## src/rtl/dip_switch_debouncer.sv

```systemverilog
// dip_switch_debouncer
//
// Conditions the two raw DIP-switch operand banks before they reach the display
// multiplexer and the adder. Each bank goes through a 2-flop synchroniser and is
// then debounced: a synchronised value must hold for DB_CYCLES consecutive clocks
// before it is accepted. Both banks are independent and identical.
//
// Ports:
//   clk         system clock
//   reset       asynchronous, active-high reset (clears every register)
//   s1_raw      raw switch bank 1 (asynchronous)
//   s2_raw      raw switch bank 2 (asynchronous)
//   s1, s2      debounced bank values (pure register outputs)
//   s1_changed  one-cycle pulse when s1 takes a new value
//   s2_changed  one-cycle pulse when s2 takes a new value

module dip_switch_debouncer #(
    parameter int unsigned WIDTH     = 4,
    parameter int unsigned DB_CYCLES = 240000
) (
    input  logic             clk,
    input  logic             reset,
    input  logic [WIDTH-1:0] s1_raw,
    input  logic [WIDTH-1:0] s2_raw,
    output logic [WIDTH-1:0] s1,
    output logic [WIDTH-1:0] s2,
    output logic             s1_changed,
    output logic             s2_changed
);

    localparam int unsigned NumCh = 2;
    localparam int unsigned CntW  = $clog2(DB_CYCLES);
    localparam logic [CntW-1:0] CntMax = CntW'(DB_CYCLES - 1);

    logic [WIDTH-1:0] raw [NumCh];

    logic [WIDTH-1:0] sync1_q  [NumCh];
    logic [WIDTH-1:0] sync2_q  [NumCh];
    logic [WIDTH-1:0] cand_q   [NumCh];
    logic [WIDTH-1:0] cand_d   [NumCh];
    logic [WIDTH-1:0] stable_q [NumCh];
    logic [WIDTH-1:0] stable_d [NumCh];
    logic [CntW-1:0]  cnt_q    [NumCh];
    logic [CntW-1:0]  cnt_d    [NumCh];
    logic             changed_q[NumCh];
    logic             changed_d[NumCh];

    assign raw[0] = s1_raw;
    assign raw[1] = s2_raw;

    always_comb begin
        for (int c = 0; c < NumCh; c++) begin
            cand_d[c]    = cand_q[c];
            cnt_d[c]     = cnt_q[c];
            stable_d[c]  = stable_q[c];
            changed_d[c] = 1'b0;
            if (sync2_q[c] != cand_q[c]) begin
                // Any disagreement, including a return to the old value, restarts the count.
                cand_d[c] = sync2_q[c];
                cnt_d[c]  = '0;
            end else if (cnt_q[c] < CntMax) begin
                cnt_d[c] = cnt_q[c] + CntW'(1);
            end else if (cand_q[c] != stable_q[c]) begin
                // Counter saturates here; only a genuinely new value produces a pulse.
                stable_d[c]  = cand_q[c];
                changed_d[c] = 1'b1;
            end
        end
    end

    always_ff @(posedge clk or posedge reset) begin
        if (reset) begin
            for (int c = 0; c < NumCh; c++) begin
                sync1_q[c]   <= '0;
                sync2_q[c]   <= '0;
                cand_q[c]    <= '0;
                cnt_q[c]     <= '0;
                stable_q[c]  <= '0;
                changed_q[c] <= 1'b0;
            end
        end else begin
            for (int c = 0; c < NumCh; c++) begin
                sync1_q[c]   <= raw[c];
                sync2_q[c]   <= sync1_q[c];
                cand_q[c]    <= cand_d[c];
                cnt_q[c]     <= cnt_d[c];
                stable_q[c]  <= stable_d[c];
                changed_q[c] <= changed_d[c];
            end
        end
    end

    assign s1         = stable_q[0];
    assign s2         = stable_q[1];
    assign s1_changed = changed_q[0];
    assign s2_changed = changed_q[1];

endmodule

```

## config.mk

```make
export PLATFORM = sky130hd
export DESIGN_NAME = dip_switch_debouncer
export DESIGN_NICKNAME = d
export VERILOG_FILES = /design/src/rtl/dip_switch_debouncer.sv
export SDC_FILE = /design/constraint.sdc
export NUM_CORES = 1
export LEC_CHECK = 0
export CORE_AREA = 4 4 104 106
export DETAILED_ROUTE_END_ITERATION = 10
export DIE_AREA = 0 0 108 110
export HOLD_SLACK_MARGIN = 0.08
export PLACE_DENSITY = 0.56
export SYNTH_ARGS = -nofsm -noshare
export SYNTH_HDL_FRONTEND = slang
export SYNTH_SLANG_ARGS = --single-unit
```

## constraint.sdc

```tcl
create_clock -name clk -period 3.7 [get_ports clk]
set_clock_uncertainty 0.1 [all_clocks]
set_input_delay 1.11 -clock clk [delete_from_list [all_inputs] [get_ports clk]]
set_output_delay 1.11 -clock clk [all_outputs]
set_load 0.005 [all_outputs]
```

==> summary.md <==
| Metric | Value |
|---|---|
| Die width | `between 100 and 150 µm` |
| Num CTS Buffers | `9` |
| Overall Power | `1540 µW` |
| Most common cell after layout, fill and taps aside | `dfrtp_1` |
| Synth Instances | `about 300` |
| Final setup fails | `0` |
| Total grt overflow | `0` |
| Reg area | `1750 µm²` |
| Vias | `2,267` |
| Critical Path Sink Type | `primary output` |
| Post-synthesis cell area | `3390 µm²` |
| Crit path max fanout | `3` |
| RePlAce Congestion | `between 0.7 and 0.8` |
| CP bufs+invs | `1` |
| Clock root cell | `clkbuf_8` |
| P&R area growth vs syn | `16.0%` |
| Final setup TNS | `0 ns` |
| R2R Path Start | `cnt_q[0]$_DFFE_PP0P_` |
| Peak Freq | `0.406 GHz` |
| Die area | `11,900 µm²` |
| Tmin final | `about 2.5 ns` |
| Setup WS pre-CTS | `between 1 and 1.5 ns` |
| Via density | `4.98` |
| Clock sink total | `70` |
| Number of buffers added for setup after CTS | `0` |
| Final Hold Fails | `0` |
| Final ANT Viol Nets | `0` |
| CTS tree | `yes` |
| Critical path's slowest cell | `clkdlybuf4s50_1` |
| Skew-Pair Late Insertion Delay | `0.34 ns` |
| Multi-input logic area | `between 1500 and 2000 µm²` |
| Leak | `0.00159 µW` |
| Synth top area share | `0.517` |
| Pre-antenna DRT Iters | `4` |
| Top post-synthesis cells by area | `dfrtp_1 (52%), xnor2_1 (5.9%), mux2i_1 (3.0%)` |
| Final #Nets | `approximately 330` |
| Type of origin of the critical path | `flop` |
| Antenna violations before repair | `0` |
| Status | `finished, final reports clean` |
| Power Density | `391 nW/µm²` |
| # H-tree levels | `3` |
| WL final | `6.03 mm` |
| Min-delay src | `sync1_q[6]$_DFF_PP0_` |
| Starting Density | `0.347` |
| Placement Rows | `36` |
| Max_slew headroom | `0.563` |
| Register area share after synthesis | `0.517` |
| CP required | `about 2.5 ns` |
| GRT Total Usage | `0.111` |
| CTS resizes | `0` |
| Iter 0 DRT Violations | `187` |
| CTS Buffer Depth | `2` |
| Drt drc | `0` |
| ANT cells | `0` |
| Ys Warns | `0` |
| Crit Path Class | `flop to primary output` |
| Fillers | `948` |
| Worst vdd ir | `276 µV` |
| Final Max Slew Viols | `0` |
| CP delay by family, top | `buffers and inverters` |
| Worst setup path startpoint | `s1[0]$_DFFE_PP0P_` |
| PortBufs | `19` |
| Max Cap Violations | `0` |
| DR WL/cell | `13.3 µm` |
| Ports | `20` |
| Sequence of cells on the critical path | `clkdlybuf4s50_1` |
| # hold bufs at CTS | `0` |
| Die Y | `110 µm` |
| Syn_nets | `313` |
| Post-synth top area cell | `dfrtp_1` |
| Commonest non-fill, non-tap cells in the layout | `dfrtp_1 (70), nor2_1 (24), xnor2_1 (23), clkdlybuf4s50_1 (19), nand2_1 (16)` |
| DP HPWL | `4.04 mm` |
| Largest net degree at the start of global routing | `between 40 and 50` |
| Clock-pin slew on the worst setup and hold paths | `0.08 ns` |
| Vias in the first global route | `roughly 2,200` |
| Post-route worst setup slack | `1.23 ns` |
| CP arrival | `1.26 ns` |
| Seq cells post-synth | `70` |
| First-pass GRT wire length | `around 10 mm` |
| Core ar. | `approximately 10000 µm²` |
| RSZ-0062 raised after global routing | `false` |
| Fin crit share | `0.666` |
| Synth unique cells | `56` |
| Share of post-route cells with drive strength above 1 | `0.121` |
| Syn avg cell area | `11.3 µm²` |
| Tightest Pin Transition | `0.650 ns` |
| CP max stage delay | `0.53 ns` |
| Worst Hold Class | `flop to flop` |
| Core Util, Final | `0.402` |
path summary, 6_finish.rpt:
kind	end	slack [ns]	depth (start not counted)
max in group asynchronous	cnt_q[7]$_DFFE_PP0P_	1.85	3
min	sync2_q[6]$_DFF_PP0_	0.25	0
max reg2reg	s2[2]$_DFFE_PP0P_	1.54	6
min in group asynchronous	sync1_q[2]$_DFF_PP0_	1.03	2
max	s1[0]	1.23	1
min reg2reg	sync2_q[6]$_DFF_PP0_	0.25	0
flip-flops by register name (all words and copies together) (netlist names):
signal / count
cand_q: 8
cnt_q: 36
s1: 4
s1_changed: 1
s2: 4
s2_changed: 1
sync1_q: 8
sync2_q: 8
power by group:
| group | internal (µW) | leakage, µW | total [µW] | switching, µW |
|---|---|---|---|---|
| Clock | 388 | 0.000111 | 692 | 305 |
| Combinational | 24.1 | 0.000554 | 57.3 | 33.3 |
| Sequential | 779 | 0.000922 | 789 | 9.99 |
| Total | 1190 | 0.00159 | 1540 | 348 |
layer usage:
metal / vias to the layer above / wire length [µm] / part of all wire / GRT usage
met5: - / 0 / 0 / 0
met3: 12 / 248 / 0.041 / 0.0291
met4: 0 / 134 / 0.022 / 0.0586
li1: 1117 / - / - / -
met1: 1098 / 2960 / 0.49 / 0.145
met2: 40 / 2690 / 0.45 / 0.168
through the flow:
step | cell area (µm²) | std cells | hold slack, ns
finish | 3930 | 455 | 0.252
global placement | 3700 | 439 | 0.234
floorplan | 3390 | 301 | 0.231
CTS | 3930 | 455 | 0.253
detailed placement | 3700 | 439 | 0.235
global route | 3930 | 455 | 0.258
cell usage after synthesis (all sizes together):
library cell and number:
o2111ai 1, o21ai 7, nand3b 2, o21a 1, nor3 6, buf 4, a21boi 1, mux2 8
and4 8, a21bo 1, nand2b 9, a21oi 13, a31o 3, inv 7, nor3b 2, nor2b 1
and2 3, a41o 4, and3 6, a2111oi 2, mux2i 10, clkbuf 13, dfrtp 70, nand4bb 1
or3 1, o211ai 2, nand4 10, a21o 1, a311oi 3, xnor2 23, xor2 4, a311o 1
nand2 16, ha 2, a211oi 8, o31ai 1, or2 1, a41oi 2, nor2 25, a31oi 3
nor4 2, nand3 13
cell families after synthesis:
| group | synth area share |
|---|---|
| simple gates | 0.179 |
| flops | 0.517 |
| compound gates | 0.136 |
| xor+xnor | 0.0698 |
| buf+inv | 0.0299 |
| mux | 0.0606 |
| fa+ha+maj | 0.00739 |
cell type report:
cell class                 instances  area share
inverter                           7     0.00669
timing repair buffer              22      0.0573
clock inverter                     7      0.0261
clock buffer                       9      0.0315
tap                              133      0.0423
sequential                        70       0.446
multi-input combinational        207       0.390
Power figures use the tool's default switching activity.
